===== src/rtl/eth_mac_send.sv =====
// Ethernet II MAC transmit framer: preamble/SFD, header, IP payload,
// optional zero pad, CRC-32 FCS and inter-frame gap on a GMII byte bus.
// Ports: clk, rst_n (async low); pkt_trig/dst_mac/src_mac/ip_len request;
//   ip_data in, ip_trig out to the upstream generator;
//   gmii_tx_en/gmii_txd frame bus; busy, tx_done, len_err status.
// Build option: define ETH_MAC_PAD_EN to pad payloads to 46 bytes.
module eth_mac_send #(
   parameter logic [15:0] ETH_TYPE   = 16'h0800,
   parameter int          IP_LAT     = 2,
   parameter int          IFG_CYCLES = 12
) (
   input  logic        clk,
   input  logic        rst_n,
   input  logic        pkt_trig,
   input  logic [47:0] dst_mac,
   input  logic [47:0] src_mac,
   input  logic [15:0] ip_len,
   input  logic [7:0]  ip_data,
   output logic        ip_trig,
   output logic        gmii_tx_en,
   output logic [7:0]  gmii_txd,
   output logic        busy,
   output logic        tx_done,
   output logic        len_err
);

   typedef enum logic [2:0] {
      S_IDLE,
      S_PRE,
      S_HDR,
      S_IP,
      S_PAD,
      S_FCS,
      S_IFG
   } state_t;

   localparam logic [15:0] TRIG_CNT = 16'(14 - IP_LAT);
   localparam logic [15:0] IFG_LAST = 16'(IFG_CYCLES - 1);

   state_t        state, state_n;
   logic [15:0]   cnt, cnt_n;
   logic [47:0]   dst_q, src_q;
   logic [15:0]   len_q;
   logic [31:0]   crc, crc_n;
   logic [111:0]  hdr;
   logic [3:0]    hidx;
   logic [1:0]    fidx;
   logic          accept, reject;
   logic          en_c, crc_upd, done_c;
   logic [7:0]    byte_c;

   // One byte of the reflected CRC-32, LSB first.
   function automatic logic [31:0] crc_byte(
      input logic [31:0] c_in,
      input logic [7:0]  d
   );
      logic [31:0] c;
      c = c_in ^ {24'h0, d};
      for (int i = 0; i < 8; i++) begin
         if (c[0]) c = (c >> 1) ^ 32'hEDB88320;
         else      c = c >> 1;
      end
      return c;
   endfunction

   assign hdr  = {dst_q, src_q, ETH_TYPE};
   assign hidx = 4'd13 - cnt[3:0];
   assign fidx = cnt[1:0];

   // Upstream byte 0 then lands exactly on the first IP_DATA cycle.
   assign ip_trig = (state == S_HDR) && (cnt == TRIG_CNT);

   assign crc_n = crc_byte(crc, byte_c);

   always_comb begin
      state_n = state;
      cnt_n   = cnt + 16'd1;
      accept  = 1'b0;
      reject  = 1'b0;
      en_c    = 1'b0;
      crc_upd = 1'b0;
      done_c  = 1'b0;
      byte_c  = 8'h00;
      unique case (state)
         S_IDLE: begin
            if (pkt_trig) begin
               if (ip_len >= 16'd20 && ip_len <= 16'd1500) begin
                  accept  = 1'b1;
                  state_n = S_PRE;
               end else begin
                  reject = 1'b1;
               end
            end
         end
         S_PRE: begin
            en_c   = 1'b1;
            byte_c = (cnt == 16'd7) ? 8'hD5 : 8'h55;
            if (cnt == 16'd7) state_n = S_HDR;
         end
         S_HDR: begin
            en_c    = 1'b1;
            crc_upd = 1'b1;
            byte_c  = hdr[{hidx, 3'b000} +: 8];
            if (cnt == 16'd13) state_n = S_IP;
         end
         S_IP: begin
            en_c    = 1'b1;
            crc_upd = 1'b1;
            byte_c  = ip_data;
            if (cnt == len_q - 16'd1) begin
`ifdef ETH_MAC_PAD_EN
               state_n = (len_q < 16'd46) ? S_PAD : S_FCS;
`else
               state_n = S_FCS;
`endif
            end
         end
`ifdef ETH_MAC_PAD_EN
         S_PAD: begin
            en_c    = 1'b1;
            crc_upd = 1'b1;
            byte_c  = 8'h00;
            if (cnt == 16'd45 - len_q) state_n = S_FCS;
         end
`endif
         S_FCS: begin
            en_c   = 1'b1;
            byte_c = ~crc[{fidx, 3'b000} +: 8];
            if (cnt == 16'd3) state_n = S_IFG;
         end
         S_IFG: begin
            if (cnt == IFG_LAST) begin
               done_c  = 1'b1;
               state_n = S_IDLE;
            end
         end
         default: state_n = S_IDLE;
      endcase
      if (state_n != state || state == S_IDLE) cnt_n = 16'd0;
   end

   always_ff @(posedge clk or negedge rst_n) begin
      if (!rst_n) begin
         state      <= S_IDLE;
         cnt        <= 16'd0;
         dst_q      <= 48'd0;
         src_q      <= 48'd0;
         len_q      <= 16'd0;
         crc        <= 32'hFFFFFFFF;
         gmii_tx_en <= 1'b0;
         gmii_txd   <= 8'h00;
         busy       <= 1'b0;
         tx_done    <= 1'b0;
         len_err    <= 1'b0;
      end else begin
         state      <= state_n;
         cnt        <= cnt_n;
         if (accept) begin
            dst_q <= dst_mac;
            src_q <= src_mac;
            len_q <= ip_len;
         end
         if (state == S_IDLE) crc <= 32'hFFFFFFFF;
         else if (crc_upd)    crc <= crc_n;
         gmii_tx_en <= en_c;
         gmii_txd   <= byte_c;
         busy       <= (state != S_IDLE);
         tx_done    <= done_c;
         len_err    <= reject;
      end
   end

endmodule

===== config.mk =====
export PLATFORM = sky130hd
export DESIGN_NAME = eth_mac_send
export DESIGN_NICKNAME = d
export VERILOG_FILES = /design/src/rtl/eth_mac_send.sv
export SDC_FILE = /design/constraint.sdc
export NUM_CORES = 1
export LEC_CHECK = 0
export CORE_MARGIN = 2
export CORE_UTILIZATION = 35
export DETAILED_ROUTE_END_ITERATION = 12
export PLACE_DENSITY = 0.56
export SLEW_MARGIN = 0
export SYNTH_ARGS = -nofsm -noshare
export SYNTH_HDL_FRONTEND = slang
export SYNTH_SLANG_ARGS = --single-unit

===== constraint.sdc =====
create_clock -name clk -period 8.63 [get_ports clk]
set_input_delay 0.863 -clock clk [delete_from_list [all_inputs] [get_ports clk]]
set_output_delay 0.863 -clock clk [all_outputs]
set_load 0.01 [all_outputs]

==> impl_metrics.env, run 1 <==
export IMPL_synthArstFlopShare_pct=100
export IMPL_place_congestion=0.853
export IMPL_worst_path_stages=9
export IMPL_core_area_um2=27000
export IMPL_ctsHoldBuffers=0
export IMPL_status="finished clean"
export IMPL_hpwl_mm=17.7
export IMPL_port_buffers=135
export IMPL_routed_via_density=5.13
export IMPL_synthCells=808
export IMPL_drv_slew=0
export IMPL_cp_required_ns=8.99
export IMPL_start_util_pct=35.6
export IMPL_grt_start_max_net_pins=80
export IMPL_nNetsFinal=1056
export IMPL_drive_gt1_share_pct=22.4
export IMPL_dieWidth_um=170
export IMPL_synth_edf_count=0
export IMPL_post_route_period_util_pct=51.4
export IMPL_ctsResizeCount=0
export IMPL_r2r_setup_slack_ns=4.19
export IMPL_cp_start_kind="flop"
export IMPL_synth_fp_nets=937
export IMPL_cts_sinks=175
export IMPL_fill_cells=2547
export IMPL_relSlewSlack_pct=42.0
export IMPL_mappedNetlistArea_um2=9590
export IMPL_grt_pass1_vias=6580
export IMPL_die_h_um=170
export IMPL_cts_tree="built"
export IMPL_rsz0062_at_grt="false"
export IMPL_cts_clk_slew_worst_paths_ns=0.08
export IMPL_finClkSkew_ns=0.0148
export IMPL_criticalPathCategory="flop to flop"
export IMPL_total_power_w=0.00306
export IMPL_crit_path_top_delay_cell="ha_1"
export IMPL_end_kind="flop"
export IMPL_setup_viol=0
export IMPL_grt_use_total_pct=17.3
export IMPL_ys_seq_area_share_pct=46.1
export IMPL_hold_path_class="input pin to async pin"
export IMPL_powerDensity_nw_per_um2=259
export IMPL_max_freq_ghz=0.225
export IMPL_reg2regPathDepth=9
export IMPL_clock_latency_ns=0.43
export IMPL_crit_chain="ha_1 > nand2_1 > o22ai_1 > o21ai_0 > o22ai_1 > xnor3_1 > xor3_1 > xnor3_1 > a21oi_1"
export IMPL_cts_setup_buffers=0
export IMPL_wl_per_cell_um=19.0
export IMPL_path_buf_inv=0
export IMPL_rows=60
export IMPL_tightest_slew_ns=0.870
export IMPL_endpoint="crc[19]$_DFFE_PN1P_"
export IMPL_drv_cap=0
export IMPL_synth_seq_cells=175
export IMPL_clockRootBuffer="clkbuf_16"
export IMPL_cts_made_buffers=17
export IMPL_cp_max_fo=22
export IMPL_drcViolationCount=0
export IMPL_io_pins=136
export IMPL_area_growth_pct=23.4
export IMPL_finalHoldViolCount=0
export IMPL_synthFlopType="dfrtp_1"
export IMPL_r2r_start="cnt[2]$_DFF_PN0_"
export IMPL_synth_distinct_cells=71
export IMPL_postRouteAntennaNets=0
export IMPL_avgSynthCellArea_um2=11.9
export IMPL_cts_path_max_buffers=2
export IMPL_num_vias=6577
export IMPL_cts_max_level=4
export IMPL_num_antenna_cells=0
export IMPL_min_period_ns=4.44
export IMPL_overflow=0
export IMPL_setup_tns_ns=0
export IMPL_rr_endpoint="crc[19]$_DFFE_PN1P_"
export IMPL_critPathArrivalTime_ns=4.80
export IMPL_final_util_pct=43.9
export IMPL_dr_first_iter_drc_count=302
export IMPL_cpPeakStageDelay_ns=0.93
export IMPL_detail_route_wirelength_mm=24.3
export IMPL_yosysWarnings=0
export IMPL_p_leak_nw=5.51
export IMPL_crit_family="XOR/XNOR gates"
export IMPL_antenna_found_initial=2
export IMPL_first_pass_iters=4
export IMPL_grt_pass1_wl_mm=38.2
export IMPL_die_area_um2=28700
export IMPL_crit_start="cnt[2]$_DFF_PN0_"
export IMPL_peakVddDrop_v=0.000158
==> state kept, by name, summed over array words and instances, names as in the netlist <==
register,cells
busy,1
cnt,16
crc,32
dst_q,48
gmii_tx_en,1
gmii_txd,8
len_err,1
len_q,16
src_q,48
state,3
tx_done,1
==> worst min path at each step <==
stage | from | end | slack, ns
after floorplan | src_q[3]$_DFFE_PN0P_ | src_q[3]$_DFFE_PN0P_ | 0.47
after global placement | src_q[9]$_DFFE_PN0P_ | src_q[9]$_DFFE_PN0P_ | 0.48
after detailed placement | dst_q[7]$_DFFE_PN0P_ | dst_q[7]$_DFFE_PN0P_ | 0.49
after CTS | dst_q[7]$_DFFE_PN0P_ | dst_q[7]$_DFFE_PN0P_ | 0.51
after global routing | rst_n | gmii_txd[0]$_DFF_PN0_ | 0.52
final | rst_n | gmii_txd[0]$_DFF_PN0_ | 0.47
==> final cells by class <==
cell class                 instances  area (um^2)  share of cell area, %
multi-input combinational        571         4860                   41.1
sequential                       175         4420                   37.4
clock inverter                    14          185                   1.57
tap                              341          427                   3.61
clock buffer                      18          439                   3.71
timing repair buffer             145         1430                   12.1
inverter                          17         63.8                  0.540
==> stage by stage <==
step                hold WS, ns  setup WS [ns]  area (um^2)  instances
floorplan                 0.470           5.49         9590        808
global placement          0.480           4.26        11200       1249
detailed placement        0.489           4.15        11200       1249
CTS                       0.507           4.14        11800       1281
global route              0.516           3.89        11800       1281
finish                    0.467           4.19        11800       1281
==> cells in the final DEF, fill, tap and decap left out, drive strengths merged, types with 5 or more instances in the layout <==
master         count
xnor2             46
ha                 6
nand4              8
nor3              10
a31oi              5
o22ai             10
clkdlybuf4s50    134
nand2             25
dfstp             32
mux2i             31
inv               23
nor4              11
and2              10
mux4              13
clkbuf            18
nand3             11
xnor3             15
clkinv             8
o21ai             33
dfrtp            143
o211ai             5
a21oi             43
nor2              69
xor2              35
nand2b            10
mux2             111
buf               11
==> cell families after synthesis <==
kind of cell / count (synthesis) / synth area share [%]
compound gates: 134 / 9.19
simple gates: 178 / 9.16
buf+inv: 62 / 3.18
flops: 175 / 46.1
xor+xnor: 98 / 11.9
mux: 155 / 19.7
fa+ha+maj: 6 / 0.783
==> where the power goes <==
part,internal [W],switching [W]
Combinational,0.000721,0.000458
Sequential,0.00100,0.0000906
Clock,0.000404,0.000390
==> Yosys cell counts, drive strengths merged, types with 8 or more instances <==
cell | number | area (um^2)
xor2 | 35 | 348
buf | 16 | 133
a21oi | 43 | 215
clkbuf | 29 | 109
nand2b | 10 | 62.6
nand3 | 11 | 55.1
xnor3 | 15 | 339
xnor2 | 46 | 403
mux2 | 111 | 1250
o21ai | 33 | 173
nor2 | 69 | 259
o22ai | 10 | 68.8
and2 | 10 | 62.6
dfrtp | 143 | 3580
nor3 | 10 | 50.1
dfstp | 32 | 841
nand2 | 25 | 93.8
mux2i | 31 | 310
mux4 | 13 | 327
nand4 | 8 | 50.1
nor4 | 11 | 75.1
inv | 17 | 63.8
==> metal layers <==
metal	up-vias	global-route usage [%]	share of wire, %
li1	3148	-	-
met1	3261	24.4	46
met2	146	27.4	48
met3	18	3.85	4.7
met4	4	3.75	1.1
met5	-	0	0.11
(Power assumes the default switching activity.)
==> run 2, diff against run 1 <==
==> constraint.sdc (replaced) <==
create_clock -name clk -period 4.4 [get_ports clk]
set_input_delay 0.44 -clock clk [delete_from_list [all_inputs] [get_ports clk]]
set_output_delay 0.44 -clock clk [all_outputs]
set_load 0.01 [all_outputs]
==> impl_metrics.env, run 2 (synthesis results as in run 1) <==
export IMPL_area_growth_pct=24.1
export IMPL_antenna_found_initial=1
export IMPL_wl_per_cell_um=19.4
export IMPL_dieWidth_um=170
export IMPL_detail_route_wirelength_mm=25.0
export IMPL_p_leak_nw=5.55
export IMPL_dr_first_iter_drc_count=364
export IMPL_top_layer_used="met5"
export IMPL_fill_cells=2526
export IMPL_powerDensity_nw_per_um2=505
export IMPL_critPathArrivalTime_ns=4.12
export IMPL_finalHoldViolCount=0
export IMPL_wl_met2_mm=12.0
export IMPL_clkPwrFrac_pct=25.4
export IMPL_finClkSkew_ns=0.0188
export IMPL_hold_path_class="input pin to async pin"
export IMPL_relSlewSlack_pct=31.2
export IMPL_ctsResizeCount=0
export IMPL_setup_viol=0
export IMPL_drcViolationCount=0
export IMPL_cts_tree="built"
export IMPL_nNetsFinal=1066
export IMPL_status="finished clean"
export IMPL_die_area_um2=28700
export IMPL_routed_via_density=5.14
export IMPL_cts_setup_buffers=0
export IMPL_min_period_ns=3.75
export IMPL_rows=60
export IMPL_num_vias=6640
export IMPL_cp_max_fo=14
export IMPL_final_cell_mix="dfrtp_1, clkdlybuf4s50_1, mux2_2"
export IMPL_ctsHoldBuffers=0
export IMPL_criticalPathCategory="flop to flop"
export IMPL_core_area_um2=27000
export IMPL_final_util_pct=44.2
export IMPL_switching_share_pct=30.9
export IMPL_start_util_pct=35.6
export IMPL_grt_use_total_pct=17.7
export IMPL_cts_path_max_buffers=2
export IMPL_cts_sinks=175
export IMPL_setup_tns_ns=0
export IMPL_power_internal_w=0.00415
export IMPL_wl_met3_um=960
export IMPL_grt_pass1_wl_mm=38.5
export IMPL_cts_max_level=4
export IMPL_pwr_share_seq_pct=35.6
export IMPL_postRouteAntennaNets=0
export IMPL_reg_top3="dst_q (48), src_q (48), crc (32)"
export IMPL_cp_start_kind="flop"
export IMPL_drt_met1_wl_mm=11.7
export IMPL_drive_gt1_share_pct=23.3
export IMPL_rsz0062_at_grt="false"
export IMPL_place_congestion=0.858
export IMPL_drv_cap=0
export IMPL_clock_latency_ns=0.44
export IMPL_max_freq_ghz=0.267
export IMPL_comb_power_share_pct=39.0
export IMPL_clockRootBuffer="clkbuf_16"
export IMPL_grt_start_max_net_pins=95
export IMPL_end_kind="flop"
export IMPL_peakVddDrop_v=0.000274
export IMPL_hpwl_mm=18.3
export IMPL_cts_made_buffers=17
export IMPL_first_pass_iters=5
export IMPL_drv_slew=0
export IMPL_tightest_slew_ns=1.03
export IMPL_cts_clk_slew_worst_paths_ns=0.07
export IMPL_cp_required_ns=4.77
export IMPL_io_pins=136
export IMPL_final_common_cell="dfrtp_1"
export IMPL_port_buffers=135
export IMPL_p_switching_w=0.00186
export IMPL_total_power_w=0.00601
export IMPL_overflow=0
export IMPL_die_h_um=170
export IMPL_grt_pass1_vias=6584
export IMPL_num_antenna_cells=0
export IMPL_post_route_period_util_pct=85.2
-- run 2: changes by cell type in the layout (fill, tap and decap cells not counted), moves of 2 or more --
cell | before | now
inv_8 | 1 | 3
clkinv_8 | 7 | 5
buf_4 | 10 | 18
buf_12 | 0 | 2
-- run 2: power by group through the flow --
stage | registers (W) | clock network (W) | logic (W)
floorplan | 0.00210 | 0 | 0.00189
global placement | 0.00217 | 0 | 0.00232
detailed placement | 0.00217 | 0 | 0.00235
CTS | 0.00214 | 0.00157 | 0.00236
global route | 0.00217 | 0.00163 | 0.00256
finish | 0.00214 | 0.00153 | 0.00234
-- run 2: stage by stage --
| stage | area, um^2 | hold WS, ns | std cells | setup WS [ns] |
|---|---|---|---|---|
| floorplan | 9590 | 0.144 | 808 | 1.26 |
| global placement | 11300 | 0.480 | 1259 | 0.704 |
| detailed placement | 11300 | 0.485 | 1259 | 0.654 |
| CTS | 11900 | 0.113 | 1291 | 0.643 |
| global route | 11900 | 0.137 | 1291 | 0.447 |
| finish | 11900 | 0.0670 | 1291 | 0.653 |
-- run 2: routing by layer --
| metal | up-vias | global-route usage [%] |
|---|---|---|
| met5 | - | 0 |
| met4 | 2 | 5.02 |
| met3 | 20 | 3.45 |
| met2 | 154 | 28.1 |
| met1 | 3293 | 24.8 |
| li1 | 3171 | - |
-- run 2: layout make-up --
class,instances,area (um^2),share of cell area [%]
Multi-Input combinational cell,571,4860,40.9
Sequential cell,175,4420,37.1
Timing Repair Buffer,155,1530,12.8
Tap cell,341,427,3.59
Clock buffer,17,425,3.57
Clock inverter,15,171,1.44
Inverter,17,63.8,0.536
-- run 2: path summary, 6_finish.rpt --
check                                      from                    end  slack, ns  cells after the start
setup reg to reg               cnt[1]$_DFF_PN0_    crc[18]$_DFFE_PN1P_       0.65                     10
max in group asynchronous                 rst_n     crc[2]$_DFFE_PN1P_       3.31                      2
min in group clk           dst_q[0]$_DFFE_PN0P_   dst_q[0]$_DFFE_PN0P_       0.50                      1
setup / recovery               cnt[1]$_DFF_PN0_    crc[18]$_DFFE_PN1P_       0.65                     10
hold / removal                            rst_n  len_q[12]$_DFFE_PN0P_       0.07                      1
hold reg to reg            dst_q[0]$_DFFE_PN0P_   dst_q[0]$_DFFE_PN0P_       0.50                      1
-- run 2: worst max-delay path: stages, from the launching register on --
cell and delay, ns:
dfrtp_1 0.40, ha_1 0.60, buf_4 0.24, mux2_2 0.33, a221o_1 0.28, o21ai_0 0.12, o311ai_2 0.21, xor2_2 0.54
xnor3_1 0.46, xnor3_1 0.34, a21oi_1 0.16
